### config.mk
export PLATFORM = sky130hd
export DESIGN_NAME = pipe_stage_chain
export DESIGN_NICKNAME = d
export VERILOG_FILES = /design/src/rtl/pipe_stage_chain.sv
export SDC_FILE = /design/constraint.sdc
export NUM_CORES = 1
export LEC_CHECK = 0
export CORE_AREA = 2 2 77 79
export CTS_CLUSTER_SIZE = 14
export DETAILED_ROUTE_END_ITERATION = 8
export DIE_AREA = 0 0 79 81
export PLACE_DENSITY_LB_ADDON = 0.15
export SLEW_MARGIN = 20
export SYNTH_ARGS = -nofsm -noshare
export SYNTH_HDL_FRONTEND = slang
export SYNTH_SLANG_ARGS = --single-unit
export TNS_END_PERCENT = 20
### constraint.sdc
create_clock -name clk -period 1.4 [get_ports clk]
set_input_delay 0.28 -clock clk [delete_from_list [all_inputs] [get_ports clk]]
set_output_delay 0.28 -clock clk [all_outputs]
set_load 0.005 [all_outputs]
### src/rtl/pipe_stage_chain.sv
// pipe_stage_chain
//   Chain of DEPTH pipeline registers with valid/ready flow control, a
//   synchronous flush and an optional one-entry input skid buffer. It sits
//   between CPU pipeline stages and on bus paths that need registering that
//   tolerates stalls, can be flushed, and still moves one word per cycle.
//
// Parameters
//   WIDTH      payload width in bits
//   DEPTH      number of register stages (>= 1)
//   RESET_VAL  value loaded into every data register on reset
//   SKID       1: in_ready comes straight from a flop and a skid entry
//              absorbs the word accepted while the chain is stalled;
//              0: in_ready is combinational back from out_ready
//
// Ports
//   clk        clock, rising edge
//   rst        asynchronous, active-high reset
//   flush      synchronous clear of every valid bit (skid included)
//   in_valid   upstream word is valid
//   in_ready   block accepts in_data this cycle
//   in_data    upstream payload
//   out_valid  last stage holds a valid word
//   out_ready  downstream accepts out_data this cycle
//   out_data   last stage payload
//   occupancy  number of valid words held (stages + skid)

module pipe_stage_chain #(
  parameter int              WIDTH     = 32,
  parameter int              DEPTH     = 1,
  parameter logic [WIDTH-1:0] RESET_VAL = '0,
  parameter int              SKID      = 0
) (
  input  logic                        clk,
  input  logic                        rst,
  input  logic                        flush,
  input  logic                        in_valid,
  output logic                        in_ready,
  input  logic [WIDTH-1:0]            in_data,
  output logic                        out_valid,
  input  logic                        out_ready,
  output logic [WIDTH-1:0]            out_data,
  output logic [$clog2(DEPTH+2)-1:0]  occupancy
);

  localparam int OCC_W = $clog2(DEPTH + 2);

  logic [DEPTH-1:0] stage_v;
  logic [WIDTH-1:0] stage_d [DEPTH];
  logic [DEPTH-1:0] adv;
  logic [DEPTH-1:0] feed_v;
  logic [WIDTH-1:0] feed_d [DEPTH];
  logic             src_v;
  logic [WIDTH-1:0] src_d;
  logic             skid_v;

  // A stage may take a new word when the downstream side drains this cycle or
  // when there is an empty stage anywhere between it and the output, because
  // every stage in that stretch shifts forward and opens a slot. Collecting
  // the "hole seen so far" from the output backwards gives the same result as
  // the per-stage ripple without a vector that depends on itself.
  always_comb begin : p_advance
    logic hole;
    hole = 1'b0;
    adv  = '0;
    for (int k = DEPTH - 1; k >= 0; k--) begin
      hole   = hole || !stage_v[k];
      adv[k] = out_ready || hole;
    end
  end

  // What each stage would load when it advances: stage 0 is fed from the
  // input side (skid or live input), every other stage from its predecessor.
  always_comb begin : p_feed
    feed_v = '0;
    for (int k = 0; k < DEPTH; k++) begin
      feed_d[k] = '0;
    end
    feed_v[0] = src_v;
    feed_d[0] = src_d;
    for (int k = 1; k < DEPTH; k++) begin
      feed_v[k] = stage_v[k-1];
      feed_d[k] = stage_d[k-1];
    end
  end

  // Stage registers. Valid bits follow the shift; flush wipes them but leaves
  // the data registers alone. Data only loads when a real word arrives, so a
  // stalled or drained stage keeps showing its last payload.
  always_ff @(posedge clk or posedge rst) begin
    if (rst) begin
      stage_v <= '0;
      for (int k = 0; k < DEPTH; k++) begin
        stage_d[k] <= RESET_VAL;
      end
    end else begin
      for (int k = 0; k < DEPTH; k++) begin
        if (flush) begin
          stage_v[k] <= 1'b0;
        end else if (adv[k]) begin
          stage_v[k] <= feed_v[k];
          if (feed_v[k]) begin
            stage_d[k] <= feed_d[k];
          end
        end
      end
    end
  end

  if (SKID != 0) begin : g_skid
    logic [WIDTH-1:0] skid_d;

    // in_ready depends only on the skid flop, so upstream timing never sees
    // out_ready. A parked word always goes into stage 0 ahead of new input,
    // which keeps the stream in order.
    assign in_ready = !skid_v;
    assign src_v    = skid_v || in_valid;
    assign src_d    = skid_v ? skid_d : in_data;

    // The skid fills when a word is accepted while stage 0 is blocked and
    // empties on the cycle stage 0 takes it.
    always_ff @(posedge clk or posedge rst) begin
      if (rst) begin
        skid_v <= 1'b0;
        skid_d <= RESET_VAL;
      end else if (flush) begin
        skid_v <= 1'b0;
      end else if (skid_v) begin
        if (adv[0]) begin
          skid_v <= 1'b0;
        end
      end else if (in_valid && !adv[0]) begin
        skid_v <= 1'b1;
        skid_d <= in_data;
      end
    end
  end else begin : g_noskid
    // Without a skid the input is ready exactly when stage 0 can load.
    assign in_ready = adv[0];
    assign src_v    = in_valid;
    assign src_d    = in_data;
    assign skid_v   = 1'b0;
  end

  // Occupancy is simply the count of valid words anywhere in the block.
  always_comb begin : p_occupancy
    occupancy = OCC_W'(skid_v);
    for (int k = 0; k < DEPTH; k++) begin
      occupancy = occupancy + OCC_W'(stage_v[k]);
    end
  end

  assign out_valid = stage_v[DEPTH-1];
  assign out_data  = stage_d[DEPTH-1];

endmodule
# Word level (Yosys, flattened, before mapping)
# Index checks and enable logic that the tools add are counted.
# classes
mux	2
n_bitwise	1
reduce_logical	4
# op_table
operator	count
AND reduction 3 bit	1
two-way mux 1 bit	2
nonzero test 2 bit	1
logical NOT 1 bit	1
logical OR 1 bit	1
inverter 1 bit	1
# totals
register_bits	33
input_bits	37
out_inout_bits	36
elab_cells	9

# Logic depth before layout (Yosys ltp)
# Gate-level depths: netlist of the first run.
# logic_depth
ltp_word	4
ltp_mapped	4

# Worst setup path after synthesis of the first run
# No wires, ideal clock.
# synth_timing
kind	flip-flop to flip-flop
startpoint	reg stage_v, in the netlist out_valid
endpoint	reg stage_d, in the netlist out_data[0]
setup_ns	0.125
arrival_time_ns	1.312
required_time_ns	1.275
path_slack_ns	-0.037
path_stages_with_launch	5
n_path_buf	1
path_cell_list	dfrtp_1 -> nor2b_4 -> nor3b_4 -> buf_6 -> mux2_2
# synth_between
elab_chain_len	3
# synth_rtl
item	line_no	rtl
start: declaration	47	logic [DEPTH-1:0] stage_v;
start signal: indexed assignment	100	stage_v[k] <= feed_v[k];
logical NOT 1 bit	66	hole = hole || !stage_v[k];
logical OR 1 bit	67	adv[k] = out_ready || hole;
AND reduction 3 bit (no source line)	-	
end signal: indexed assignment	102	stage_d[k] <= feed_d[k];
end: declaration	48	logic [WIDTH-1:0] stage_d [DEPTH];
# Every way passes these cells.
# A chain may end at the register's enable or synchronous reset.

# Final worst setup path of the first run
# layout_timing
startpoint	reg stage_v, in the netlist out_valid
endpoint	reg stage_d, in the netlist out_data[1]
# Same word-level chain as after synthesis.

==> results of run 1 <==
## layer usage
metal,vias up,global-route usage (%)
li1,419,-
met1,443,11.0
met2,51,13.6
met3,6,4.44
met4,0,2.59
met5,-,0
## worst paths after layout
kind,cells past startpoint,slack (ps),startpoint,end
worst max-delay path,5,-80,out_valid$_DFFE_PP0P_,out_data[1]$_DFFE_PP0P_
worst min-delay path,3,360,rst,out_data[27]$_DFFE_PP0P_
worst max register to register,5,-80,out_valid$_DFFE_PP0P_,out_data[1]$_DFFE_PP0P_
worst min register to register,1,500,out_data[0]$_DFFE_PP0P_,out_data[0]$_DFFE_PP0P_
max in group asynchronous,3,870,rst,out_data[14]$_DFFE_PP0P_
min in group clk,4,460,out_ready,out_valid$_DFFE_PP0P_
## state kept, by name, indices dropped and copies added (netlist names)
register	flops
out_data	32
out_valid	1
## what timing repair did
action                     4_1_cts  5_1_grt
setup endpoints to repair       67       33
buffers inserted                 0        2
hold buffers                     0        0
cloned                           0        3
gates resized for setup         36       34
pin swaps                        0        1
## layout by cell type, fill, tap and decap left out, types with 2 or more instances in the layout
cell / count
mux2_4: 28
buf_6: 2
inv_1: 2
dlygate4sd2_1: 35
clkdlybuf4s50_1: 35
nor2_1: 2
clkbuf_16: 2
dfrtp_1: 33
buf_12: 3
clkbuf_8: 6
mux2_2: 4
## metrics by stage
stage               total power [mW]  TNS (ps)
floorplan                       1.43     -1110
global placement                1.89    -11670
detailed placement              1.90    -12150
CTS                             2.71     -1150
global route                    2.95     -3510
finish                          2.80     -2040
## cells by family (layout without fill, tap and decap cells)
family        count (synthesis)  after routing  share of synthesized area [%]
mux                          32             32                           28.0
flops                        33             33                           64.2
buf+inv                       7             89                           4.38
simple gates                  4              4                           3.11
other cells                   1              1                          0.292
## final cells by class
class                      count  area (µm²)  share of cell area [%]
tap                           75        93.8                    3.99
clock inverter                 1        30.0                    1.28
clock buffer                   7        86.3                    3.67
multi-input combinational     37         509                    21.6
inverter                       2        7.51                   0.319
sequential                    33         826                    35.1
timing repair buffer          79         802                    34.1
## report_power, final
part,internal [mW],switching (mW),leakage (nW)
logic,0.491,0.199,0.643
registers,1.11,0.0792,0.389
clock network,0.580,0.336,0.0585
total,2.18,0.614,1.09
## critical path: cells and delay by family (launching register included)
family / cells / cell delay, ps
mux: 1 / 300
buf+inv: 2 / 310
flops: 1 / 380
simple gates: 2 / 370
==> flow_summary.toml, run 1 <==
[outcome]
status = "finished, violations left"
violations = "negative setup slack"

[drt]
wl_um = 3240
drtIter0Drc = 11
wl_met1_um = 1390
routed_via_density = 3.93
top_layer = "met4"
met2_length_um = 1490
postRouteAntennaNets = 0
remaining_drc_errors = 0
vias = 919
wl_per_cell_um = 13.8
wl_met3_um = 315
drt_first_pass_iters = 2

[floorplanning]
die_h_um = 81
die_area_um2 = 6400
start_util_pct = 22.7
ios = 73
fp-row-count = 28
fp.dieW_um = 79
coreArea_um2 = 5680

[logic_synthesis]
synth.area.top_cells = "dfrtp_1 64%, mux2_2 28%, buf_6 2.6%"
synth_top_area_cell = "dfrtp_1"
ys_types = 9
netlist_area_um2 = 1290
synth_top_cell_area_share_pct = 64.2
yosys_warnings = 0
yosys-top-cells-count = "33 x dfrtp_1, 32 x mux2_2, 3 x buf_6"
synthCells = 77
syn_nets = 114
synth_edf_count = 0
synth.most_common_cell = "dfrtp_1"
synth_top_flop_cell = "dfrtp_1"
seq_area_frac_synth_pct = 64.2
avgSynthCellArea_um2 = 16.7
synthArstFlopShare_pct = 100
ys_seq_elements = 33

[placed_design]
placed_cells = 221
place_area_um2 = 2090
gp_congestion = 0.592
hpwl_um = 1910
post-place-ws_ps = -381
port_buffers = 71

[clock_tree]
cts_inserted_buffers = 5
h-tree-depth = 2
ctsLongestPathBuffers = 2
worstSkewPairLatency_ps = 280
clock_sinks = 33
tritoncts = "yes"
cts-root-buf = "clkbuf_8"
cts.clk_slew.worst_paths_ps = 60

[sta]
timing.final.ws_setup_ps = -81.9
hold_viol_final = 0
finalSetupViolCount = 32
skew_ps = 10.6
clock.fmax_mhz = 675
fin_crit_sh_pct = 106
grt_setup_unrepaired = "true"
timing.hold.ws_ps = 357
period_minus_slack_ps = 1480
drv_slew = 0

[run]
max-cap-violations = 0

[setup_path]
crit_slowest_cell = "dfrtp_1"
cp_max_fo = 8
max_stage_delay_ps = 380
worstSetupPathType = "reg -> reg"
crit_required_ps = 1560
worst_setup_path_end_kind = "flop"
path_cells = "nor2b_4 > nor3b_4 > buf_6 > clkbuf_16 > mux2_4"
worstSetupStartpointType = "flop"
crit_arrival_ps = 1650

[finish]
nNetsFinal = 195
layout-drive-gt1-share_pct = 31.4
area_delta_synth_final_pct = 83.1
nFillCells = 540
fin_util_pct = 41.5
finalInstanceArea_um2 = 2350
antenna_cells = 0
instances_no_fill = 234

[global_routing]
grt_max_degree = 34
grt_pass1_wl_um = 4420
grt_pass1_vias = 975
track_usage_pct = 8.88
gr-total-overflow = 0
antenna_found_initial = 0

[power_and_ir_drop]
p_leak_nw = 1.09
powerDensity_nw_per_um2 = 1190
peakVddDrop_uv = 448

[hold_path]
min_path_type = "in -> async"
Note: power is estimated with default switching activity, not from simulation.
==> inputs of run 2 (changes only) <==
Settings changed: CTS_CLUSTER_SIZE 14 to 25.
==> results of run 2 <==
Same layout as run 1: the final DEF is identical, and so are final timing and power.
